[src/rtl/superscalar_hazard_unit.sv]
// N-lane hazard unit: operand forwarding with cross-lane priority, load-use and
// long-latency scoreboard stalls, and intra-bundle dependency hold.
module superscalar_hazard_unit #(
  parameter int LANES    = 2,
  parameter int REG_BITS = 5,
  parameter int NUM_REGS = 32,
  parameter int LAT_MAX  = 15,
  parameter int CNT_W    = $clog2(LAT_MAX + 1),
  parameter int SEL_W    = $clog2(2 * LANES + 1)
) (
  input  logic                      clk,
  input  logic                      rst,
  input  logic [LANES*REG_BITS-1:0] rs_d,
  input  logic [LANES*REG_BITS-1:0] rt_d,
  input  logic [LANES*REG_BITS-1:0] rd_d,
  input  logic [LANES-1:0]          regwrite_d,
  input  logic [LANES*REG_BITS-1:0] rs_e,
  input  logic [LANES*REG_BITS-1:0] rt_e,
  input  logic [LANES*REG_BITS-1:0] rd_e,
  input  logic [LANES-1:0]          memread_e,
  input  logic [LANES-1:0]          long_issue_e,
  input  logic [LANES*CNT_W-1:0]    long_lat_e,
  input  logic [LANES*REG_BITS-1:0] wr_m,
  input  logic [LANES*REG_BITS-1:0] wr_w,
  input  logic [LANES-1:0]          regwrite_m,
  input  logic [LANES-1:0]          regwrite_w,
  output logic [LANES*SEL_W-1:0]    fwd_a,
  output logic [LANES*SEL_W-1:0]    fwd_b,
  output logic                      stall_d,
  output logic [LANES-1:0]          lane_hold_d,
  output logic [NUM_REGS-1:0]       sb_busy
);

  logic [NUM_REGS-1:0][CNT_W-1:0] cnt_q;
  logic [NUM_REGS-1:0][CNT_W-1:0] cnt_d;
  logic [LANES-1:0]               hold_raw;

  function automatic logic [CNT_W-1:0] clamp_lat(input logic [CNT_W-1:0] lat);
    if (int'(lat) > LAT_MAX) return CNT_W'(LAT_MAX);
    return lat;
  endfunction

  // Writeback is scanned first so a Memory match overrides it; ascending lane
  // order lets the youngest lane of each stage win.
  function automatic logic [SEL_W-1:0] fwd_sel(
    input logic [REG_BITS-1:0]       src,
    input logic [LANES*REG_BITS-1:0] wm,
    input logic [LANES-1:0]          rwm,
    input logic [LANES*REG_BITS-1:0] ww,
    input logic [LANES-1:0]          rww
  );
    logic [SEL_W-1:0] sel;
    sel = '0;
    if (src != '0) begin
      for (int k = 0; k < LANES; k++)
        if (rww[k] && ww[k*REG_BITS +: REG_BITS] == src) sel = SEL_W'(1 + LANES + k);
      for (int k = 0; k < LANES; k++)
        if (rwm[k] && wm[k*REG_BITS +: REG_BITS] == src) sel = SEL_W'(1 + k);
    end
    return sel;
  endfunction

  function automatic logic src_hazard(
    input logic [REG_BITS-1:0]       src,
    input logic [NUM_REGS-1:0]       busy,
    input logic [LANES-1:0]          mr,
    input logic [LANES*REG_BITS-1:0] rde
  );
    logic hit;
    hit = 1'b0;
    if (src != '0) begin
      if (busy[src]) hit = 1'b1;
      for (int j = 0; j < LANES; j++)
        if (mr[j] && rde[j*REG_BITS +: REG_BITS] == src) hit = 1'b1;
    end
    return hit;
  endfunction

  always_ff @(posedge clk or posedge rst) begin
    if (rst) cnt_q <= '0;
    else     cnt_q <= cnt_d;
  end

  // Issue overrides the decrement; later (younger) lanes overwrite earlier ones.
  always_comb begin
    for (int r = 0; r < NUM_REGS; r++)
      cnt_d[r] = (cnt_q[r] != '0) ? cnt_q[r] - CNT_W'(1) : '0;
    for (int k = 0; k < LANES; k++) begin
      if (long_issue_e[k] && rd_e[k*REG_BITS +: REG_BITS] != '0 &&
          long_lat_e[k*CNT_W +: CNT_W] != '0)
        cnt_d[rd_e[k*REG_BITS +: REG_BITS]] = clamp_lat(long_lat_e[k*CNT_W +: CNT_W]);
    end
  end

  always_comb begin
    for (int r = 0; r < NUM_REGS; r++) sb_busy[r] = |cnt_q[r];
  end

  always_comb begin
    for (int k = 0; k < LANES; k++) begin
      fwd_a[k*SEL_W +: SEL_W] = fwd_sel(rs_e[k*REG_BITS +: REG_BITS], wr_m, regwrite_m, wr_w, regwrite_w);
      fwd_b[k*SEL_W +: SEL_W] = fwd_sel(rt_e[k*REG_BITS +: REG_BITS], wr_m, regwrite_m, wr_w, regwrite_w);
    end
  end

  always_comb begin
    stall_d = 1'b0;
    for (int k = 0; k < LANES; k++) begin
      if (src_hazard(rs_d[k*REG_BITS +: REG_BITS], sb_busy, memread_e, rd_e) ||
          src_hazard(rt_d[k*REG_BITS +: REG_BITS], sb_busy, memread_e, rd_e))
        stall_d = 1'b1;
    end
  end

  // Once a lane is held, every younger lane in the bundle is held with it.
  always_comb begin
    hold_raw = '0;
    for (int j = 1; j < LANES; j++) begin
      hold_raw[j] = hold_raw[j-1];
      for (int i = 0; i < j; i++) begin
        if (regwrite_d[i] && rd_d[i*REG_BITS +: REG_BITS] != '0 &&
            (rs_d[j*REG_BITS +: REG_BITS] == rd_d[i*REG_BITS +: REG_BITS] ||
             rt_d[j*REG_BITS +: REG_BITS] == rd_d[i*REG_BITS +: REG_BITS]))
          hold_raw[j] = 1'b1;
      end
    end
  end

  assign lane_hold_d = stall_d ? '0 : hold_raw;

endmodule

[config.mk]
export PLATFORM = sky130hd
export DESIGN_NAME = superscalar_hazard_unit
export DESIGN_NICKNAME = d
export VERILOG_FILES = /design/src/rtl/superscalar_hazard_unit.sv
export SDC_FILE = /design/constraint.sdc
export NUM_CORES = 1
export LEC_CHECK = 0
export BUFFER_PORTS_ARGS = -buffer_cell sky130_fd_sc_hd__buf_2
export CAP_MARGIN = 20
export CORE_MARGIN = 8
export CORE_UTILIZATION = 40
export DETAILED_ROUTE_END_ITERATION = 6
export HOLD_SLACK_MARGIN = 0.1
export SYNTH_ARGS = -nofsm -noshare
export SYNTH_HDL_FRONTEND = slang
export SYNTH_SLANG_ARGS = --single-unit
[constraint.sdc]
create_clock -name clk -period 4.8 [get_ports clk]
set_input_delay 0.24 -clock clk [delete_from_list [all_inputs] [get_ports clk]]
set_output_delay 0.24 -clock clk [all_outputs]
set_load 0.02 [all_outputs]
# Yosys cells after proc, flatten, opt, wreduce, memory -nomap -nowiden
# Index checks and enable logic that the tools add are counted.
# Widths: inputs -> output; s select.
word_totals:
  in_bits: 100
  register_bits: 128
  wordCells: 298
  output_inout_bits: 47
op_classes:
  muxes: 88
  n_reduce_logical: 112
  eq_ne: 26
  order_cmp: 8
  addsub: 32
ops:
  columns: ["op", "count"]
  rows:
  - ["$bwmux 128", 2]
  - ["$mux 128", 2]
  - ["$mux 4", 34]
  - ["$reduce_bool 4->1", 34]
  - ["$eq 5x5->1", 26]
  - ["$reduce_or 4->1", 32]
  - ["$sub 4x1->4 const B", 32]
  - ["$reduce_bool 5->1", 11]
  - ["$mux 3", 16]
  - ["$demux 4 s5", 2]
  - ["$lt 5x6->1 const B", 6]
  - ["$logic_and 1x1->1", 32]
  - ["$mux 1", 23]
  - ["$bmux 1 s5", 4]
  - ["$ge 5x1->1 const B", 2]
  - ["$mux 2", 5]
  - ["$logic_or 1x1->1", 3]

# Depth between registers and ports, before layout
# Gate-level depths: netlist of the first run.
depth:
  depth_word: 11
  depth_mapped: 9
  depth_no_buf: 8

# Least setup slack after synthesis of the first run
# OpenSTA, ideal clock, no wires.
synth_path:
  kind: "register to output"
  startpoint: "reg cnt_q[53] (netlist bit)"
  endpoint: "out lane_hold_d[1]"
  setup_slack_ns: 1.569
  stages_incl_launch_ff: 9
  required_ns: 4.560
  path_buffers: 1
  t_arrival_ns: 2.991
  cell_sequence: "dfrtp_1 -> or4_4 -> buf_6 -> mux4_2 -> nand4b_1 -> nand4_1 -> or4_1 -> a222oi_1 -> nor4b_2"
synth_via:
  elab_chain_len: 11
  elab_cells_between_ends: 30
  classes_between: "mux: 27; reduce/logical: 3"
synth_rtl:
  columns: ["element", "line_no", "rtl"]
  rows:
  - ["from (decl)", "34", "logic [NUM_REGS-1:0][CNT_W-1:0] cnt_q;"]
  - ["from (signal assigned)", "81", "else cnt_q <= cnt_d;"]
  - ["$reduce_or 4->1 (*)", "96", "for (int r = 0; r < NUM_REGS; r++) sb_busy[r] = |cnt_q[r];"]
  - ["net sb_busy[13]", "31", "output logic [NUM_REGS-1:0] sb_busy"]
  - ["$bmux 1 s5", "72", "if (busy[src]) hit = 1'b1;"]
  - ["$mux 1 (not written as such)", "72", null]
  - ["$mux 1", "72", null]
  - ["$mux 1 (2 in series)", "74", "if (mr[j] && rde[j*REG_BITS +: REG_BITS] == src) hit = 1'b1;"]
  - ["$mux 1", "71", "if (src != '0) begin"]
  - ["$logic_or 1x1->1", "109", "if (src_hazard(rs_d[k*REG_BITS +: REG_BITS], sb_busy, memread_e, rd_e) ||"]
  - ["$mux 1", "109", null]
  - ["$mux 1 (*)", "109", null]
  - ["$mux 2 (*)", "129", "assign lane_hold_d = stall_d ? '0 : hold_raw;"]
  - ["to (decl)", "30", "output logic [LANES-1:0] lane_hold_d,"]
# Mark *: on every way through the listed nets, which the timed path passes. The rest lies on a longest branch. The select of a mux whose other input is x is not followed.

# Worst setup path after layout of the first run
layout_path:
  startpoint: "reg cnt_q[21] (netlist bit)"
  endpoint: "out lane_hold_d[1]"
layout_via:
  elab_chain_len: 11
  elab_cells_between_ends: 30
  classes_between: "mux: 27; reduce/logical: 3"
layout_rtl:
  columns: ["element", "line_no"]
  rows:
  - ["$reduce_or 4->1 (*)", "96"]
  - ["$bmux 1 s5", "72"]
  - ["$mux 1 (not written as such)", "72"]
  - ["$mux 1", "72"]
  - ["$mux 1 (2 in series)", "74"]
  - ["$mux 1", "71"]
  - ["$logic_or 1x1->1", "109"]
  - ["$mux 1", "109"]
  - ["$mux 1 (*)", "109"]
  - ["$mux 2 (*)", "129"]
# Mark *: on every way between the ends. The rest lies on a longest branch, timed or not. The select of a mux whose other input is x is not followed.

==> results.txt, run 1 <==
Run status: complete, no violations
Footprint of the flip-flops and latches: 3200 um^2
Worst path required time: 4.56 ns
CP max FO: 5
Setup TNS after final layout: 0 ns
Core Util, Final: 46.1%
Peak clock frequency supported by timing: 242 MHz
Share of the synthesized area in the top cell type: 29.9%
Total placed instance area: 11700 um^2
Sinks on the clock net: 128
Area taken by multi-input logic gates: 6980 um^2
Area contributors post-synth: sky130_fd_sc_hd__dfrtp_1 (30%), sky130_fd_sc_hd__xor2_1 (7.0%), sky130_fd_sc_hd__o21ai_0 (6.9%)
Worst-case setup margin in the final layout: 0.668 ns
Fill cell total of the finished layout: 2666
Slowest stage cell on the critical path: sky130_fd_sc_hd__nor4_1
Core Area: 26700 um^2
Critical Path AT: 3.89 ns
Post-layout net count: 1605
Site row count: 60
Sort of element at the start of the critical path: flip-flop
Tightest Pin Transition: 1.16 ns
Port bufs: 139
Total number of H-tree levels: 4
Number of enable-type register cells in the synthesized netlist: 0
Static Leakage: 5.34 nW
Total die area: 32300 um^2
Y dimension of the die: 180 um
Post-layout power: 5.72 mW
Max cap viols: 0
Final HPWL DP: 25500 um
Worst setup timing slack at the placement stage: 1.26 ns
Peak supply drop: 0.000247 V
Register bank with the most flops: cnt_q
Crit-path cells: nor4_1 > inv_2 > mux2i_1 > a311o_1 > a311oi_1 > or4_1 > a222oi_1 > nor4b_2 > buf_2
Final Hold Slack: 0.193 ns
Top-Level Pins: 147
Final setup vio count: 0
WL met2: 16800 um
Synth async-reset ratio: 100%
Via count of the first global-routing pass: 10700
Mean area per synthesized cell: 7.60 um^2
Classification of the worst-slack hold path: primary input to flip-flop
Worst setup skew after layout: 0.00841 ns
Sort of element at the end of the critical path: output pin
Number of buffers on the longest clock path: 2
Type of the setup path with the least slack: flip-flop to output pin
Share of the clock period used by the worst path after layout: 86.1%
Wire length on met3: 2680 um
DRT iter0 DRCs: 1190
Post-synthesis net count: 1509
Clock tree from TritonCTS: yes
Total track usage: 22.4%
Largest incremental delay on the critical path: 0.94 ns
Leading cell types by count after synthesis: sky130_fd_sc_hd__nand2_1 (158), sky130_fd_sc_hd__o21ai_0 (147), sky130_fd_sc_hd__nor2_1 (131)
Final RePlAce weighted congestion: 0.937
Global-route congestion overflow total: 0
Starting Density: 40.2%
Final Routed Wirelength: 37100 um
Largest registers ranked by flip-flop count: cnt_q (128)
Main synth FF type: sky130_fd_sc_hd__dfrtp_1
Final hold viol count: 0
Average routed wire per standard cell: 20.0 um
Worst relative slew slack: 22.0%
Count of nets left with antenna violations after detail routing: 0
Fraction of the yosys area taken by sequential cells: 29.9%
Clock edge transition at the registers on the reported setup and hold paths: 0.06 ns
Largest area contributor in the netlist: sky130_fd_sc_hd__dfrtp_1
Mapped cell area: 10700 um^2
Clock Latency Late Sink: 0.42 ns
Yosys warns: 0
Flop and latch count out of synthesis: 128
Post-synthesis cell count: 1409
Number of flip-flops under the largest register name: 128
Final Slew Violations: 0
Synth cell types: 71
Post-CTS setup repair buffer count: 0
Total power divided by cell area: 466 nW/um^2
TritonCTS Buffers: 17
Final cell count without fillers: 1860
DR pass1 iterations: 5
P&R area growth vs syn: 14.6%
Time the worst path needs with I/O delays and setup: 4.13 ns
Uppermost layer routed: met4
Cells after DPL: 1826
Die outline width: 180 um
Antenna violations before repair: 1
Vias per inst: 6.06
Unrepaired setup endpoints after global routing: no
Number of vias in the routed layout: 11300
Share of final-layout standard cells stronger than drive strength 1: 15.5%
Wire length of the first global-routing pass: 58800 um
Clock tree root driver cell: sky130_fd_sc_hd__clkbuf_16
Maximum number of pins on one net before global-route repair: 62
Post-route DRC violation count: 0
Post-Layout Inst Area: 12300 um^2
Cell with the most instances after synthesis: sky130_fd_sc_hd__nand2_1
Detailed-routing wirelength on met1: 16500 um
worst max-delay path: cells and delay by family (launching register included):
| family | cells | cell delay [ns] |
|---|---|---|
| AND/OR/NAND/NOR | 3 | 1.71 |
| multiplexers | 1 | 0.19 |
| buffers and inverters | 2 | 0.37 |
| AO/OA/AOI/OAI | 3 | 0.79 |
| flip-flops | 1 | 0.41 |
routing by layer:
| layer | track usage [%] | up-vias |
|---|---|---|
| li1 | - | 5377 |
| met1 | 29.4 | 5355 |
| met2 | 35.8 | 489 |
| met3 | 4.48 | 59 |
| met4 | 8.60 | 0 |
| met5 | 0 | - |
worst paths after layout:
path                          startpoint             end  slack, ns  depth (start not counted)
max in group asynchronous            rst       cnt_q[44]       3.22                          4
setup reg to reg               cnt_q[25]       cnt_q[24]       2.89                          4
hold / removal             long_lat_e[5]       cnt_q[97]       0.19                          3
min in group asynchronous            rst       cnt_q[13]       0.51                          3
hold reg to reg                 cnt_q[0]        cnt_q[0]       0.52                          1
setup / recovery               cnt_q[21]  lane_hold_d[1]       0.67                          9
where the power goes:
part | switching, mW | internal [mW] | total (mW)
sequential | 0.353 | 1.37 | 1.72
clock | 0.508 | 0.735 | 1.24
combinational | 1.68 | 1.08 | 2.76
layout by cell type, fill, tap and decap left out, types with 45 or more instances in the layout:
cell type / instances
sky130_fd_sc_hd__nor4_1: 50
sky130_fd_sc_hd__o21ai_0: 147
sky130_fd_sc_hd__buf_2: 139
sky130_fd_sc_hd__nor2_1: 131
sky130_fd_sc_hd__xnor2_1: 45
sky130_fd_sc_hd__nand2_1: 158
sky130_fd_sc_hd__xor2_1: 85
sky130_fd_sc_hd__dfrtp_1: 128
sky130_fd_sc_hd__o211ai_1: 54
sky130_fd_sc_hd__nand3_1: 120
sky130_fd_sc_hd__a21oi_1: 54
area by class of cell:
cell class | count | area share [%]
antenna | 1 | 0.0204
clock buffer | 22 | 3.78
clock inverter | 10 | 0.713
inverter | 41 | 1.27
multi-input combinational | 1144 | 56.9
sequential | 128 | 26.1
tap | 341 | 3.47
timing repair buffer | 173 | 7.79
timing repair:
action / 4_1_cts / 5_1_grt
hold buffers: 1 / 0
hold endpoints to repair: 59 / 0
resized for setup: 0 / 0
cells by family (layout without fill, tap and decap cells):
| family | Yosys count | count (layout) | share of synthesized area, % |
|---|---|---|---|
| buffers and inverters | 137 | 246 | 4.93 |
| other | 1 | 2 | 0.0350 |
| XOR/XNOR | 130 | 130 | 10.6 |
| multiplexers | 29 | 29 | 4.03 |
| AO/OA/AOI/OAI | 383 | 383 | 22.4 |
| flip-flops | 128 | 128 | 29.9 |
| AND/OR/NAND/NOR | 601 | 601 | 28.0 |
Note: power is estimated with default switching activity, not from simulation.
==> run 2: changes to the inputs <==
Settings changed: ABC_AREA set to 1.
==> run 2 against run 1 <==
Sequential power about the same; combinational power increased by 15%; worst setup slack improved by 1.2 ns; clock skew about the same; synthesized area increased by 3.3%; synthesized cell count increased by 26%; hold slack got worse by 0.010 ns; die area increased by 3.0%; critical path type unchanged; largest cell class unchanged.
==> results.txt, run 2 <==
Run status: complete, no violations
Largest incremental delay on the critical path: 0.42 ns (-0.52 ns)
Share of final-layout standard cells stronger than drive strength 1: 12.3% (-3.1 points)
Global-route congestion overflow total: 0 (unchanged)
Top-Level Pins: 147 (unchanged)
Commonest non-fill, non-tap cells in the layout: sky130_fd_sc_hd__nand2_1 (345), sky130_fd_sc_hd__inv_1 (259), sky130_fd_sc_hd__nor2_1 (227)
Via count of the first global-routing pass: 12200 (+14%)
Total stage count of the critical path: 14 (+5)
Total number of H-tree levels: 4 (unchanged)
Post-route DRC violation count: 0 (unchanged)
Sort of element at the end of the critical path: output pin
Die outline width: 182 um (+1.5%)
Post-layout net count: 1983 (+24%)
Synth cell types: 45 (-37%)
Count of cells along the worst register-to-register path: 9 (+5)
Setup TNS after final layout: 0 ns (unchanged)
Core Area: 27500 um^2 (+3.1%)
Sinks on the clock net: 128 (unchanged)
Number of flip-flops under the largest register name: 128 (unchanged)
Share of the clock period used by the worst path after layout: 60.3% (-26 points)
Classification of the worst-slack hold path: primary input to flip-flop
P&R area growth vs syn: 14.6% (about the same)
Peak supply drop: 0.000282 V (+14%)
Post-synthesis cell count: 1769 (+26%)
Register bank with the most flops: cnt_q
Critical Path AT: 2.65 ns (-1.24 ns)
Final HPWL DP: 32600 um (+28%)
Final Hold Slack: 0.183 ns (-0.0105 ns)
Leading cell types by count after synthesis: sky130_fd_sc_hd__nand2_1 (345), sky130_fd_sc_hd__inv_1 (260), sky130_fd_sc_hd__nor2_1 (227)
Time the worst path needs with I/O delays and setup: 2.89 ns (-1.24 ns)
Type of the setup path with the least slack: flip-flop to output pin
Maximum number of pins on one net before global-route repair: 46 (-26%)
Y dimension of the die: 182 um (+1.5%)
Combinational fraction of design power: 50.0% (+1.8 points)
Share of the synthesized area in the top cell type: 29.0% (-0.95 points)
Slowest stage cell on the critical path: sky130_fd_sc_hd__nor2_1
Total track usage: 27.0% (+4.7 points)
Clock Latency Late Sink: 0.43 ns (about the same)
Switching share of power: 46.2% (+1.8 points)
Static Leakage: 6.62 nW (+24%)
Total die area: 33200 um^2 (+3.0%)
Flop and latch count out of synthesis: 128 (unchanged)
Switching power: 2.92 mW (+15%)
P_int: 3.41 mW (+7.1%)
Clock group share of total power: 23.3% (+1.6 points)
Number of buffer and inverter instances along the worst setup path: 2 (unchanged)
Final RePlAce weighted congestion: 1.03 (+9.8%)
Fill cell total of the finished layout: 2941 (+10%)
Count of nets left with antenna violations after detail routing: 0 (unchanged)
Largest area contributor in the netlist: sky130_fd_sc_hd__dfrtp_1
Number of enable-type register cells in the synthesized netlist: 0 (unchanged)
Worst path required time: 4.56 ns (about the same)
Number of buffers on the longest clock path: 2 (unchanged)
Clock tree root driver cell: sky130_fd_sc_hd__clkbuf_16
Max cap viols: 0 (unchanged)
Most common cell after layout, fill and taps aside: sky130_fd_sc_hd__nand2_1
Clock tree from TritonCTS: yes
Largest registers ranked by flip-flop count: cnt_q (128)
Synth async-reset ratio: 100% (unchanged)
Hold Crit Depth: 5 (+2)
Wire length of the first global-routing pass: 70100 um (+19%)
Cell with the most instances after synthesis: sky130_fd_sc_hd__nand2_1
Final setup vio count: 0 (unchanged)
DRT iter0 DRCs: 1331 (+12%)
Post-CTS setup repair buffer count: 0 (unchanged)
Post-synthesis net count: 1869 (+24%)
Fraction of the yosys area taken by sequential cells: 29.0% (-0.95 points)
Mapped cell area: 11100 um^2 (+3.3%)
Final Slew Violations: 0 (unchanged)
Crit-path leading delay family: simple AND/OR/NAND/NOR gates
Vias per inst: 5.82 (-4.0%)
Total power divided by cell area: 499 nW/um^2 (+7.2%)
CP max FO: 5 (unchanged)
Top cell by count, worst path: sky130_fd_sc_hd__nand2_1
Reg2reg setup slack: 3.10 ns (+0.21 ns)
Number of vias in the routed layout: 13100 (+16%)
Average routed wire per standard cell: 20.2 um (+1.3%)
Area contributors post-synth: sky130_fd_sc_hd__dfrtp_1 (29%), sky130_fd_sc_hd__nand2_1 (12%), sky130_fd_sc_hd__inv_1 (8.8%)
TritonCTS Buffers: 17 (unchanged)
Worst relative slew slack: 24.1% (+2.1 points)
Unrepaired setup endpoints after global routing: no
Antenna violations before repair: 2 (+1)
Port bufs: 139 (unchanged)
Mean area per synthesized cell: 6.25 um^2 (-18%)
Clock edge transition at the registers on the reported setup and hold paths: 0.06 ns (about the same)
Main synth FF type: sky130_fd_sc_hd__dfrtp_1
Crit-path cells: nor2_1 > inv_1 > nor2_1 > nand2_1 > nand3_1 > nand2_1 > nand3_1 > nand2_1 > nand2_1 > nand2_1 > nand2_1 > nand2_1 > nor3_1 > buf_2
Final hold viol count: 0 (unchanged)
DR pass1 iterations: 6 (+1)
Worst setup skew after layout: 0.00830 ns (-0.000112 ns)
Power share of the sequential group: 26.7% (-3.3 points)
Sort of element at the start of the critical path: flip-flop
Starting Density: 40.3% (+0.067 points)
Final Routed Wirelength: 45400 um (+22%)
Peak clock frequency supported by timing: 346 MHz (+43%)
Tightest Pin Transition: 1.13 ns (-0.0255 ns)
Site row count: 61 (+1.7%)
Yosys warns: 0 (unchanged)
run 2: changes by cell type after synthesis, sizes merged, moves of 34 or more:
cell    before  now
nand3      120  155
nand2      158  358
nor4        53    7
xor2        85   30
o21ai      153  187
inv         41  280
nor2       131  238
xnor2       45    5
clkbuf      79   31
a31oi       36    1
o22ai        6   66
run 2: final timing paths:
kind	startpoint	endpoint
max in group asynchronous	rst	cnt_q[45]
hold reg to reg	cnt_q[0]	cnt_q[0]
setup reg to reg	cnt_q[4]	cnt_q[6]
hold / removal	long_lat_e[2]	cnt_q[110]
setup / recovery	cnt_q[86]	lane_hold_d[1]
min in group asynchronous	rst	cnt_q[118]
run 2: what timing repair did:
item                      in CTS  in global routing
hold buffers                   2                  0
resized for setup              0                  0
hold endpoints to repair      43                  0
run 2: final cells by class:
| class | count | area [um^2] | area share (%) |
|---|---|---|---|
| multi-input cells | 1306 | 6550 | 51.7 |
| flip-flops and latches | 128 | 3200 | 25.3 |
| inverters | 282 | 1070 | 8.41 |
| repair buffers | 148 | 768 | 6.06 |
| clock buffers | 18 | 439 | 3.46 |
| well taps | 346 | 433 | 3.41 |
| clock inverters | 13 | 211 | 1.67 |
| diodes | 2 | 5.00 | 0.0395 |
run 2: metal layers:
metal  share of wire, %  GRT usage [%]  vias to the layer above
met5              0.029              0                        -
met4                3.7           11.4                        2
met3                7.8           4.49                      128
met2                 44           42.1                      629
met1                 44           36.6                     6117
li1                   -              -                     6186
run 2: power groups by stage:
stage	registers (mW)	clock network, mW	logic, mW
6_report	1.69	1.47	3.17
5_1_grt	1.74	1.53	3.56
4_1_cts	1.69	1.50	3.13
3_5_place_dp	1.70	0	3.11
3_3_place_gp	1.69	0	3.06
2_1_floorplan	1.65	0	2.23
run 2: logic make-up after synthesis:
group                     after synthesis  synth area share, %
and+or+nand+nor                       815                 31.5
AOI/OAI and AO/OA                     455                 24.9
buffers and inverters                 335                 11.8
DFF                                   128                 29.0
xor gates and xnor gates               35                 2.77
other                                   1               0.0339
run 2: worst register-to-register path, stage by stage, from the launching register on:
cell and delay (ns):
sky130_fd_sc_hd__dfrtp_1 0.40, sky130_fd_sc_hd__nor2_1 0.37, sky130_fd_sc_hd__inv_1 0.14, sky130_fd_sc_hd__nor2_1 0.12, sky130_fd_sc_hd__inv_1 0.07, sky130_fd_sc_hd__o21ai_0 0.16
sky130_fd_sc_hd__a21oi_1 0.09, sky130_fd_sc_hd__o21ai_0 0.09, sky130_fd_sc_hd__o21ai_0 0.11, sky130_fd_sc_hd__inv_1 0.09
run 2: per-stage QoR:
stage / util (%) / power (mW) / area [um^2] / cells / worst slack, ns
2_1_floorplan: - / 3.88 / 11100 / 1769 / 1.15
3_5_place_dp: 43.7 / 4.81 / 12000 / 2208 / 1.99
5_1_grt: 46.1 / 6.82 / 12700 / 2242 / 1.62
4_1_cts: 46.1 / 6.31 / 12700 / 2241 / 1.90
3_3_place_gp: 43.7 / 4.75 / 12000 / 2208 / 1.98
6_report: 46.1 / 6.33 / 12700 / 2243 / 1.91
==> run 3: changes to the inputs <==
Clock period 4.8 ns to 2.75 ns, I/O delays scaled along.
==> run 3 against run 2 <==
Non-clock buffer count grew 26; register-to-register slack got worse by 2.2 ns; total power rose by 74%; clock power rose by 61%; via count shrank 0.16%; sequential share of layout area is 0.54 points lower; clock skew grew 0.0062 ns; critical endpoint unchanged; highest routed layer unchanged; sequential cell count is the same; final cell count up 1.2%.
==> results.txt, run 3 (synthesis gave the netlist of run 2 again) <==
Run status: complete, no violations
Type of the setup path with the least slack: flip-flop to output pin
Count of nets left with antenna violations after detail routing: 0 (unchanged)
Tightest Pin Transition: 0.840 ns (-0.294 ns)
Static Leakage: 6.74 nW (+1.8%)
Post-CTS setup repair buffer count: 0 (unchanged)
Share of final-layout standard cells stronger than drive strength 1: 15.2% (+2.8 points)
Commonest non-fill, non-tap cells in the layout: sky130_fd_sc_hd__nand2_1 (332), sky130_fd_sc_hd__inv_1 (259), sky130_fd_sc_hd__nor2_1 (207)
Port bufs: 139 (unchanged)
Worst path required time: 2.61 ns (-1.95 ns)
Classification of the worst-slack hold path: primary input to flip-flop
Post-layout power: 11.0 mW (+74%)
Sort of element at the end of the critical path: output pin
Post-route DRC violation count: 0 (unchanged)
Total stage count of the critical path: 12 (-2)
Sinks on the clock net: 128 (unchanged)
Final Slew Violations: 0 (unchanged)
Number of buffers on the longest clock path: 2 (unchanged)
Number of buffer and inverter instances along the worst setup path: 1 (-1)
Final setup vio count: 0 (unchanged)
Worst setup skew after layout: 0.0145 ns (+0.00623 ns)
Worst relative slew slack: 44.0% (+20 points)
Crit-path cells: nor2_1 > nand3_1 > nand3_1 > nand3_1 > nand3_1 > nand2_1 > nor2_1 > nand2_1 > nand2_1 > nand2_1 > nor3_2 > buf_4
Largest registers ranked by flip-flop count: cnt_q (128)
Maximum number of pins on one net before global-route repair: 129 (+180%)
Peak clock frequency supported by timing: 385 MHz
Average routed wire per standard cell: 19.9 um (-1.9%)
Register bank with the most flops: cnt_q
TritonCTS Buffers: 17 (unchanged)
Global-route congestion overflow total: 0 (unchanged)
Total power divided by cell area: 849 nW/um^2 (+70%)
CP max FO: 5 (unchanged)
Starting Density: 40.3% (unchanged)
Slowest stage cell on the critical path: sky130_fd_sc_hd__nor2_1
Core Area: 27500 um^2 (unchanged)
Final hold viol count: 0 (unchanged)
Largest incremental delay on the critical path: 0.41 ns (about the same)
Final RePlAce weighted congestion: 1.03 (-0.29%)
Vias per inst: 5.74 (-1.4%)
Wire length of the first global-routing pass: 69400 um (-1.0%)
Peak supply drop: 0.000511 V (+81%)
Time the worst path needs with I/O delays and setup: 2.60 ns
Crit-path leading delay family: simple AND/OR/NAND/NOR gates
Hold Crit Depth: 5 (unchanged)
Final Hold Slack: 0.126 ns (-0.0565 ns)
DRT iter0 DRCs: 1260 (-5.3%)
Via count of the first global-routing pass: 12300 (+0.59%)
Final HPWL DP: 32900 um (+1.1%)
Critical Path AT: 2.46 ns (-0.19 ns)
Y dimension of the die: 182 um (unchanged)
Top-Level Pins: 147 (unchanged)
Number of vias in the routed layout: 13000 (-0.16%)
Count of cells along the worst register-to-register path: 10 (+1)
Site row count: 61 (unchanged)
Share of the clock period used by the worst path after layout: 94.5%
Antenna violations before repair: 4 (+2)
Number of flip-flops under the largest register name: 128 (unchanged)
Clock Latency Late Sink: 0.44 ns (about the same)
Final Routed Wirelength: 45100 um (-0.64%)
Clock tree root driver cell: sky130_fd_sc_hd__clkbuf_16
Sort of element at the start of the critical path: flip-flop
Total number of H-tree levels: 4 (unchanged)
DR pass1 iterations: 6 (unchanged)
Fill cell total of the finished layout: 2927 (-0.48%)
Clock edge transition at the registers on the reported setup and hold paths: 0.07 ns (about the same)
Post-layout net count: 2009 (+1.3%)
Most common cell after layout, fill and taps aside: sky130_fd_sc_hd__nand2_1
Total track usage: 26.6% (-0.47 points)
Clock tree from TritonCTS: yes
Total die area: 33200 um^2 (unchanged)
Die outline width: 182 um (unchanged)
Max cap viols: 0 (unchanged)
P&R area growth vs syn: 17.1%
run 3: where the power goes:
group	total, mW	switching [mW]	leakage [nW]	internal [mW]
logic	5.63	3.73	4.78	1.90
registers	2.99	0.474	1.67	2.52
clock network	2.37	1.01	0.294	1.37
run 3: final cells by class:
cell class | instances | area (um^2) | share of cell area, %
Tap cell | 346 | 433 | 3.34
Sequential cell | 128 | 3200 | 24.7
Clock buffer | 17 | 425 | 3.28
Antenna cell | 3 | 7.51 | 0.0579
Clock inverter | 15 | 176 | 1.36
Inverter | 282 | 1070 | 8.24
Timing Repair Buffer | 174 | 998 | 7.71
Multi-Input combinational cell | 1306 | 6640 | 51.3
run 3: metal layers:
layer / vias up / share of wire (%) / global-route usage, %
li1: 6233 / - / -
met1: 6086 / 43 / 35.3
met2: 593 / 45 / 41.6
met3: 127 / 8.6 / 5.23
met4: 2 / 3.8 / 11.3
met5: - / 0.027 / 0
run 3: path summary, 6_finish.rpt:
| check | startpoint | to | slack [ns] |
|---|---|---|---|
| worst max register to register | cnt_q[16] | cnt_q[16] | 0.94 |
| max in group asynchronous | rst | cnt_q[29] | 1.65 |
| worst min-delay path | long_lat_e[7] | cnt_q[111] | 0.13 |
| min in group asynchronous | rst | cnt_q[15] | 0.41 |
| worst min register to register | cnt_q[0] | cnt_q[0] | 0.49 |
| worst max-delay path | cnt_q[16] | lane_hold_d[1] | 0.15 |
run 3: metrics by stage:
| stage | instance area (um^2) | cells | worst slack, ns | setup TNS [ns] | utilization, % |
|---|---|---|---|---|---|
| final | 13000 | 2271 | 0.150 | 0 | 47.1 |
| after CTS | 12900 | 2268 | 0.00132 | 0 | 46.8 |
| after global routing | 13000 | 2271 | -0.00475 | -0.00475 | 47.1 |
| after global placement | 12200 | 2231 | 0.435 | 0 | 44.4 |
| after detailed placement | 12200 | 2231 | 0.403 | 0 | 44.4 |
| after floorplan | 11100 | 1769 | 0.638 | 0 | - |
run 3: tightest hold or removal path, cell delays in order:
cell and delay, ns:
sky130_fd_sc_hd__buf_2 0.09, sky130_fd_sc_hd__inv_1 0.10, sky130_fd_sc_hd__nand2_1 0.09, sky130_fd_sc_hd__o31ai_1 0.06, sky130_fd_sc_hd__inv_1 0.05
run 3: what timing repair did:
item,4_1_cts,5_1_grt
resized for setup,1,35
pin swaps,0,1
endpoints found under the setup margin,1,1
hold buffers,5,0
hold endpoints to repair,134,0
